$ cat config.mk
export PLATFORM = sky130hd
export DESIGN_NAME = tcm_arbiter
export DESIGN_NICKNAME = d
export VERILOG_FILES = /design/src/rtl/tcm_arb_pkg.sv /design/src/rtl/arb_run_counter.sv /design/src/rtl/tcm_arbiter.sv
export SDC_FILE = /design/constraint.sdc
export NUM_CORES = 1
export LEC_CHECK = 0
export CAP_MARGIN = 20
export CORE_AREA = 2 2 112 114
export DETAILED_ROUTE_END_ITERATION = 6
export DIE_AREA = 0 0 114 116
export PLACE_DENSITY_LB_ADDON = 0.25
export SETUP_SLACK_MARGIN = 0.4
export SYNTH_ARGS = -nofsm -noshare
export SYNTH_HDL_FRONTEND = slang
export SYNTH_SLANG_ARGS = --single-unit
$ cat constraint.sdc
create_clock -name clk -period 5.35 [get_ports clk]
set_input_delay 0.8025 -clock clk [delete_from_list [all_inputs] [get_ports clk]]
set_output_delay 0.8025 -clock clk [all_outputs]
set_load 0.05 [all_outputs]
$ cat src/rtl/tcm_arb_pkg.sv
// Shared types and constants for the tightly-coupled RAM arbiter.
package tcm_arb_pkg;

    typedef enum logic [1:0] {
        GNT_NONE,
        GNT_CPU,
        GNT_VID
    } gnt_t;

    localparam logic [31:0] RV_NOP = 32'h00000013;

endpackage

$ cat src/rtl/arb_run_counter.sv
// Saturating count of consecutive video grants taken while the CPU waits.
module arb_run_counter #(
    parameter int unsigned LIMIT = 4
) (
    input  logic clk_i,
    input  logic rst_i,
    input  logic clr_i,
    input  logic inc_i,
    output logic at_limit_o
);

    logic [3:0] run_q, run_d;

    assign at_limit_o = (run_q >= 4'(LIMIT));

    always_comb begin
        run_d = run_q;
        if (clr_i) begin
            run_d = '0;
        end else if (inc_i && !at_limit_o) begin
            run_d = run_q + 4'd1;
        end
    end

    always_ff @(posedge clk_i or posedge rst_i) begin
        if (rst_i) begin
            run_q <= '0;
        end else begin
            run_q <= run_d;
        end
    end

endmodule

$ cat src/rtl/tcm_arbiter.sv
// Per-cycle arbiter sharing the single-port TCM between the CPU and video fetch.
module tcm_arbiter
    import tcm_arb_pkg::*;
#(
    parameter int unsigned ADDR_W      = 10,
    parameter int unsigned VID_MAX_RUN = 4
) (
    input  logic              clk,
    input  logic              reset,
    input  logic [31:0]       cpu_addr,
    input  logic [31:0]       cpu_wdata,
    input  logic [3:0]        cpu_wmask,
    input  logic              cpu_rstrb,
    output logic [31:0]       cpu_rdata,
    output logic              cpu_rbusy,
    output logic              cpu_wbusy,
    input  logic              vid_req,
    input  logic [ADDR_W-1:0] vid_addr,
    output logic              vid_gnt,
    output logic [31:0]       vid_rdata,
    output logic              vid_rvalid,
    output logic              ram_en,
    output logic [3:0]        ram_we,
    output logic [ADDR_W-1:0] ram_addr,
    output logic [31:0]       ram_wdata,
    input  logic [31:0]       ram_rdata
);

    logic              pend_rd_q, pend_rd_d;
    logic              pend_wr_q, pend_wr_d;
    logic [ADDR_W-1:0] lat_addr_q, lat_addr_d;
    logic [31:0]       lat_wdata_q, lat_wdata_d;
    logic [3:0]        lat_mask_q, lat_mask_d;
    logic              cpu_ret_q, cpu_ret_d;
    logic              vid_ret_q, vid_ret_d;
    logic [31:0]       cpu_rdata_q, cpu_rdata_d;
    logic [31:0]       vid_rdata_q, vid_rdata_d;

    logic              cpu_strobe;
    logic              cpu_c;
    logic              c_wr;
    logic [ADDR_W-1:0] c_addr;
    logic [31:0]       c_wdata;
    logic [3:0]        c_mask;
    logic              at_limit;
    gnt_t              gnt;

    logic unused_addr_bits;
    assign unused_addr_bits = ^{cpu_addr[31:ADDR_W+2], cpu_addr[1:0]};

    // A fresh strobe is served straight from the inputs; a waiting one from the latches.
    assign cpu_strobe = cpu_rstrb | (|cpu_wmask);
    assign cpu_c      = cpu_strobe | pend_rd_q | pend_wr_q;
    assign c_wr       = cpu_strobe ? (|cpu_wmask)              : pend_wr_q;
    assign c_addr     = cpu_strobe ? cpu_addr[ADDR_W+1:2]      : lat_addr_q;
    assign c_wdata    = cpu_strobe ? cpu_wdata                 : lat_wdata_q;
    assign c_mask     = cpu_strobe ? cpu_wmask                 : lat_mask_q;

    always_comb begin
        gnt = GNT_NONE;
        if (!reset) begin
            if (vid_req && (!cpu_c || !at_limit)) begin
                gnt = GNT_VID;
            end else if (cpu_c) begin
                gnt = GNT_CPU;
            end
        end
    end

    always_comb begin
        ram_en    = 1'b0;
        ram_we    = '0;
        ram_addr  = '0;
        ram_wdata = '0;
        vid_gnt   = 1'b0;
        case (gnt)
            GNT_CPU: begin
                ram_en    = 1'b1;
                ram_addr  = c_addr;
                ram_we    = c_wr ? c_mask : 4'b0000;
                ram_wdata = c_wdata;
            end
            GNT_VID: begin
                ram_en   = 1'b1;
                vid_gnt  = 1'b1;
                ram_addr = vid_addr;
            end
            default: ;
        endcase
    end

    always_comb begin
        pend_rd_d   = pend_rd_q;
        pend_wr_d   = pend_wr_q;
        lat_addr_d  = lat_addr_q;
        lat_wdata_d = lat_wdata_q;
        lat_mask_d  = lat_mask_q;
        if (gnt == GNT_CPU) begin
            pend_rd_d = 1'b0;
            pend_wr_d = 1'b0;
        end else if (cpu_strobe) begin
            pend_rd_d   = cpu_rstrb;
            pend_wr_d   = |cpu_wmask;
            lat_addr_d  = cpu_addr[ADDR_W+1:2];
            lat_wdata_d = cpu_wdata;
            lat_mask_d  = cpu_wmask;
        end
        cpu_ret_d   = (gnt == GNT_CPU) && !c_wr;
        vid_ret_d   = (gnt == GNT_VID);
        cpu_rdata_d = cpu_ret_q ? ram_rdata : cpu_rdata_q;
        vid_rdata_d = vid_ret_q ? ram_rdata : vid_rdata_q;
    end

    always_ff @(posedge clk or posedge reset) begin
        if (reset) begin
            pend_rd_q   <= 1'b0;
            pend_wr_q   <= 1'b0;
            lat_addr_q  <= '0;
            lat_wdata_q <= '0;
            lat_mask_q  <= '0;
            cpu_ret_q   <= 1'b0;
            vid_ret_q   <= 1'b0;
            cpu_rdata_q <= RV_NOP;
            vid_rdata_q <= '0;
        end else begin
            pend_rd_q   <= pend_rd_d;
            pend_wr_q   <= pend_wr_d;
            lat_addr_q  <= lat_addr_d;
            lat_wdata_q <= lat_wdata_d;
            lat_mask_q  <= lat_mask_d;
            cpu_ret_q   <= cpu_ret_d;
            vid_ret_q   <= vid_ret_d;
            cpu_rdata_q <= cpu_rdata_d;
            vid_rdata_q <= vid_rdata_d;
        end
    end

    // Run only accumulates while video wins over a waiting CPU.
    arb_run_counter #(
        .LIMIT(VID_MAX_RUN)
    ) u_run (
        .clk_i      (clk),
        .rst_i      (reset),
        .clr_i      (!((gnt == GNT_VID) && cpu_c)),
        .inc_i      ((gnt == GNT_VID) && cpu_c),
        .at_limit_o (at_limit)
    );

    assign cpu_rbusy  = pend_rd_q;
    assign cpu_wbusy  = pend_wr_q;
    assign cpu_rdata  = cpu_ret_q ? ram_rdata : cpu_rdata_q;
    assign vid_rvalid = vid_ret_q;
    assign vid_rdata  = vid_ret_q ? ram_rdata : vid_rdata_q;

endmodule

==> flow_summary.yaml, run 1 <==
route:
  drt_wl_total_mm: 14.7
  drtPass1Iterations: 4
  drtIter0Drc: 246
  via_count: 4446
  via_per_inst: 5.46
  drc_errors: 0
  antenna_left: 0
  wl_per_cell_um: 18.1
timing:
  rsz0062_at_grt: "no"
  fin_setup_tns_ns: 0
  fmax_ghz: 0.218
  fin_skew_ns: 0.00988
  worstMarginPinSlew_ns: 0.946
  slew_viol_final: 0
  max_slew_margin: 0.365
  setup_viol: 0
  report.final.hold_viol_count: 0
  finalCritPeriodShare: 0.857
  worst_hold_slack_ns: 0.490
  min_period_ns: 4.59
  timing.final.ws_setup_ns: 0.765
global_route:
  track_usage: 0.228
  grt-ovfl-total: 0
  grt_pass1_vias: 4693
  grt_max_degree: 81
  grt_pass1_wl_mm: 23.7
  grt_antenna_before_repair: 0
cells_and_area:
  n_antenna_cell: 0
  final_cells: 815
  final_cell_mix: "clkdlybuf4s50_1 (160), dfrtp_1 (115), mux2_2 (106)"
  final_common_cell: "clkdlybuf4s50_1"
  final_cell_area_um2: 8640
  areaGrowthSynthToFinish_pct: 60.1
  n_fill_cell: 842
  final_nets: 775
  layout-drive-gt1-share: 0.299
logic_synthesis:
  synth_mux_area_frac: 0.221
  synth_compound_area_frac: 0.112
  synth_xor_area_frac: 0
  syn_area_per_cell_um2: 11.8
  ys_seq_area_frac: 0.548
  yosys.area_share.simple: 0.0744
  synth_cell_types: 29
  synthAdderAreaFrac: 0.0116
  syn_area_um2: 5400
  synth.yosys.warnings: 0
  synth_top_family_by_area: "multiplexers"
  syn-instance-count: 457
  ys_seq_elements: 118
  synthesis.nets: 576
power:
  p_leak_nw: 3.49
  ir_worst_vdd_v: 0.000220
  p_sw_frac: 0.307
  p_per_area_nw_per_um2: 360
  netSwitchingPower_mw: 0.954
  p_int_mw: 2.16
  seqPwrFrac: 0.336
  p_clk_frac: 0.379
  pwr-share-comb: 0.285
clock_tree:
  postCtsSetupBuffers: 0
  insertion_delay_ns: 0.41
  clk_path_buf_depth: 2
  cts_tree: "done"
  clock-sinks: 118
  htreeDepth: 4
  root_buffer: "clkbuf_16"
  holdBufCountCts: 0
  cts_buffers: 17
  clk_pin_slew_ns: 0.05
outcome:
  status: "complete, no violations"
place:
  hpwl_mm: 10.3
  place_inst: 783
  post-place-ws_ns: 0.584
  dpl-instance-area_um2: 7990
  port_buffers: 206
  place.gp.congestion: 0.778
worst_hold_path:
  hp-start: "cpu_rdata_q[24]$_DFF_PP0_"
  hold_path_class: "reg2reg"
critical_path:
  crit_type: "in2out"
  crit_chain: "clkdlybuf4s50_1 > or4_1 > nor4_4 > o21a_1 > ha_1 > nor2b_2 > nand2_1 > o211ai_1 > buf_12"
  critPathMaxFanout: 10
  crit_path_start_kind: "primary input"
  startpoint: "cpu_wmask[2]"
  cp_data_required_time_ns: 4.55
  cpPeakStageDelay_ns: 0.65
  crit_arrival_ns: 3.78
  end_kind: "primary output"
  r2r-start: "cpu_rbusy$_DFFE_PP0P_"
  crit_slowest_cell: "or4_1"
die:
  initial_utilization: 0.453
  io_pins: 229
  num_rows: 40
  fp.dieH_um: 116
  die_area_um2: 13200
  core_region_area_um2: 11900
  die_x_um: 114
flow_run:
  drv_cap: 0
==> layer usage <==
layer  vias up  wire (µm)  track usage
li1       2039          -            -
met1      2204       5880        0.276
met2       186       7290        0.385
met3        17       1340       0.0795
met4         0        215       0.0707
met5         -          0            0
==> critical path, delay by kind of cell <==
| family | cells | cell delay [ns] |
|---|---|---|
| AND/OR/NAND/NOR | 4 | 1.57 |
| AO/OA/AOI/OAI | 2 | 0.42 |
| adder cells (fa/ha/maj) | 1 | 0.29 |
| buffers and inverters | 2 | 0.69 |
==> timing repair <==
item	CTS	global route
endpoints found under the hold margin	0	0
resized for setup	0	3
setup endpoints to repair	0	17
==> power by group through the flow <==
stage          Combinational [mW]  Clock, mW  Sequential (mW)
2_1_floorplan               0.548          0             1.05
3_3_place_gp                0.869          0             1.05
3_5_place_dp                0.886          0             1.06
4_1_cts                     0.889       1.20             1.05
5_1_grt                     0.927       1.24             1.06
6_report                    0.885       1.18             1.05
==> synth_stat cells (all sizes together) <==
master | n | area share
a31oi | 1 | 0.0012
nand3b | 1 | 0.0014
nor4 | 2 | 0.0063
nand2 | 24 | 0.017
nand3 | 35 | 0.032
or4 | 1 | 0.0014
clkinv | 1 | 0.00070
mux2 | 106 | 0.22
buf | 19 | 0.016
nor2 | 9 | 0.0063
o21ai | 36 | 0.033
a211oi | 1 | 0.0014
dfstp | 3 | 0.015
o2bb2ai | 4 | 0.0065
a211o | 1 | 0.0016
ha | 5 | 0.012
and2 | 1 | 0.0012
inv | 7 | 0.0049
or4b | 1 | 0.0019
clkbuf | 16 | 0.011
o21a | 2 | 0.0028
dfrtp | 115 | 0.53
a21oi | 40 | 0.038
nor2b | 6 | 0.0070
o211ai | 20 | 0.028
==> layout make-up <==
type / count / area, µm² / area share
flip-flops and latches: 118 / 2960 / 0.342
repair buffers: 215 / 2560 / 0.296
multi-input cells: 296 / 2290 / 0.265
clock buffers: 23 / 468 / 0.0542
well taps: 147 / 184 / 0.0213
clock inverters: 8 / 148 / 0.0171
inverters: 8 / 36.3 / 0.00420
==> sequential cells by signal (all words and copies together), names as in the netlist <==
register and count:
u_run.run_q 4, vid_rvalid 1, cpu_wbusy 1, cpu_ret_q 1, cpu_rdata_q 32, lat_wdata_q 32
lat_addr_q 10, cpu_rbusy 1, vid_rdata_q 32, lat_mask_q 4
==> path summary, 6_finish.rpt <==
path,end,slack [ns],cells past startpoint
worst max register to register,lat_wdata_q[22]$_DFFE_PP0P_,2.64,6
worst min register to register,cpu_rdata_q[24]$_DFF_PP0_,0.49,1
max in group asynchronous,u_run.run_q[3]$_DFFE_PP0P_,3.50,4
worst max-delay path,ram_addr[8],0.76,9
min in group asynchronous,vid_rvalid$_DFF_PP0_,0.72,2
worst min-delay path,cpu_rdata_q[24]$_DFF_PP0_,0.49,1
==> metrics by stage <==
step	power, mW	util
after floorplan	1.60	-
after global placement	1.92	0.670
after detailed placement	1.95	0.670
after CTS	3.14	0.722
after global routing	3.23	0.725
final	3.11	0.725
==> cells by family after synthesis <==
logic type      count (synthesis)
flops                         118
mux                           106
compound gates                105
simple gates                   80
buf+inv                        43
fa+ha+maj                       5
No activity file was read; power rests on OpenSTA's default activity.
==> inputs of run 2 (changes only) <==
--- a/config.mk
+++ b/config.mk
@@ -6,9 +6,11 @@
 export NUM_CORES = 1
 export LEC_CHECK = 0
 export CAP_MARGIN = 20
-export CORE_AREA = 2 2 112 114
+export CELL_PAD_IN_SITES_DETAIL_PLACEMENT = 0
+export CELL_PAD_IN_SITES_GLOBAL_PLACEMENT = 2
+export CORE_AREA = 2 2 200 104
 export DETAILED_ROUTE_END_ITERATION = 6
-export DIE_AREA = 0 0 114 116
+export DIE_AREA = 0 0 202 106
 export PLACE_DENSITY_LB_ADDON = 0.25
 export SETUP_SLACK_MARGIN = 0.4
 export SYNTH_ARGS = -nofsm -noshare
==> run 2 against run 1 <==
  * Total power is 2.1% higher
  * Via count is 1.4% lower
  * Utilization is 28 points lower
  * Largest cell class unchanged
  * Sequential share of layout area is 0.90 points lower
  * Cell count is 16% higher
  * Die area is 62% higher
  * Sequential power hardly changed
  * Critical endpoint is now ram_wdata[27]
  * Maximum frequency is 1.3% lower
  * Worst hold slack better by 0.0016 ns
==> flow_summary.yaml, run 2 (synthesis results as in run 1) <==
flow_run:
  drv_cap: 0
cells_and_area:
  final_nets: 779
  layout-drive-gt1-share: 0.309
  top_regs: "cpu_rdata_q x32, lat_wdata_q x32, vid_rdata_q x32"
  n_fill_cell: 1794
  final_common_cell: "clkdlybuf4s50_1"
  areaGrowthSynthToFinish_pct: 64.4
  final_cell_mix: "clkdlybuf4s50_1 (157), dfrtp_1 (115), mux2_2 (106)"
place:
  hpwl_mm: 12.1
  place.gp.congestion: 0.746
  port_buffers: 206
die:
  die_x_um: 202
  die_area_um2: 21400
  num_rows: 37
  fp.dieH_um: 106
  core_region_area_um2: 19900
  io_pins: 229
  initial_utilization: 0.272
timing:
  report.final.hold_viol_count: 0
  setup_viol: 0
  slew_viol_final: 0
  rsz0062_at_grt: "no"
  fmax_ghz: 0.215
  fin_setup_tns_ns: 0
  max_slew_margin: 0.508
  fin_skew_ns: 0.00698
  min_period_ns: 4.65
  worstMarginPinSlew_ns: 0.738
  finalCritPeriodShare: 0.869
clock_tree:
  insertion_delay_ns: 0.41
  clk_path_buf_depth: 2
  htreeDepth: 4
  cts_tree: "done"
  postCtsSetupBuffers: 0
  clk_pin_slew_ns: 0.06
  clock-sinks: 118
  root_buffer: "clkbuf_16"
  cts_buffers: 17
power:
  power_mw: 3.18
  ir_worst_vdd_v: 0.000171
  p_per_area_nw_per_um2: 358
  pwr-share-comb: 0.282
  p_sw_frac: 0.307
  p_leak_nw: 3.56
  p_int_mw: 2.20
  seqPwrFrac: 0.328
  p_clk_frac: 0.390
  netSwitchingPower_mw: 0.976
global_route:
  grt_max_degree: 57
  grt_pass1_vias: 4507
  grt-ovfl-total: 0
  grt_pass1_wl_mm: 26.5
  track_usage: 0.162
  grt_antenna_before_repair: 1
worst_hold_path:
  hp-start: "cpu_rdata_q[13]$_DFF_PP0_"
  hold_path_class: "reg2reg"
critical_path:
  critPathMaxFanout: 22
  end_kind: "primary output"
  startpoint: "cpu_wmask[3]"
  crit_slowest_cell: "clkinv_1"
  crit_arrival_ns: 3.84
  cpPeakStageDelay_ns: 0.61
  crit_chain: "clkdlybuf4s50_1 > or4_1 > nor4_4 > a211oi_1 > ha_1 > clkinv_1 > buf_4 > a21oi_1 > buf_12"
  cp.buffers_inverters: 4
  crit_path_start_kind: "primary input"
  cp_data_required_time_ns: 4.55
  crit_type: "in2out"
  r2r-start: "cpu_rbusy$_DFFE_PP0P_"
  crit_family: "buffers and inverters"
route:
  wl_per_cell_um: 18.0
  drt_wl_total_mm: 17.0
  via_count: 4384
  drtPass1Iterations: 4
  antenna_left: 0
  via_per_inst: 4.63
  drc_errors: 0
  drtIter0Drc: 201
outcome:
  status: "complete, no violations"
run 2: cell count changes in the layout (fill, tap and decap cells not counted), moves of 2 or more:
cell	change
buf_12	+4
buf_4	+3
clkbuf_1	-2
clkbuf_8	+3
clkdlybuf4s50_1	-3
clkinv_2	+2
clkinvlp_4	-4
run 2: path summary, 6_finish.rpt:
kind,to,slack [ns],cells after the start
max,ram_wdata[27],0.70,9
min,cpu_rdata_q[13]$_DFF_PP0_,0.49,1
max reg2reg,lat_addr_q[1]$_DFFE_PP0P_,2.55,6
min reg2reg,cpu_rdata_q[13]$_DFF_PP0_,0.49,1
max in group asynchronous,lat_wdata_q[14]$_DFFE_PP0P_,3.40,3
min in group asynchronous,vid_rvalid$_DFF_PP0_,0.87,2
run 2: timing repair:
action,in CTS,in global routing
setup endpoints to repair,0,1
hold buffers,0,0
gates resized for setup,0,1
run 2: area by class of cell:
| cell class | count | area (µm²) | share of cell area |
|---|---|---|---|
| flip-flops and latches | 118 | 2960 | 0.333 |
| repair buffers | 219 | 2610 | 0.294 |
| multi-input cells | 296 | 2280 | 0.257 |
| clock buffers | 24 | 502 | 0.0566 |
| well taps | 273 | 342 | 0.0385 |
| clock inverters | 8 | 144 | 0.0162 |
| inverters | 8 | 32.5 | 0.00367 |
| diodes | 1 | 2.50 | 0.000282 |
run 2: metal layers:
| layer | part of all wire | up-vias | track usage |
|---|---|---|---|
| met5 | 0 | - | 0 |
| met4 | 0.013 | 0 | 0.0525 |
| met1 | 0.52 | 2190 | 0.241 |
| li1 | - | 2054 | - |
| met3 | 0.061 | 17 | 0.0552 |
| met2 | 0.41 | 123 | 0.215 |
run 2: power by group through the flow:
stage | Sequential (mW) | Combinational [mW] | Clock, mW
after detailed placement | 1.06 | 0.904 | 0
after global placement | 1.05 | 0.892 | 0
after global routing | 1.05 | 0.940 | 1.32
after floorplan | 1.05 | 0.548 | 0
after CTS | 1.04 | 0.906 | 1.27
final | 1.04 | 0.896 | 1.24
run 2: stage by stage:
stage                     instance area [µm²]  cells  utilization  setup WS [ns]  hold WS (ns)
after floorplan                          5400    457            -           1.02         0.480
after global placement                   8220    914        0.414          0.565         0.480
after detailed placement                 8220    914        0.414          0.537         0.484
after CTS                                8870    946        0.446          0.537         0.496
after global routing                     8870    946        0.447          0.435         0.507
final                                    8870    947        0.447          0.703         0.492
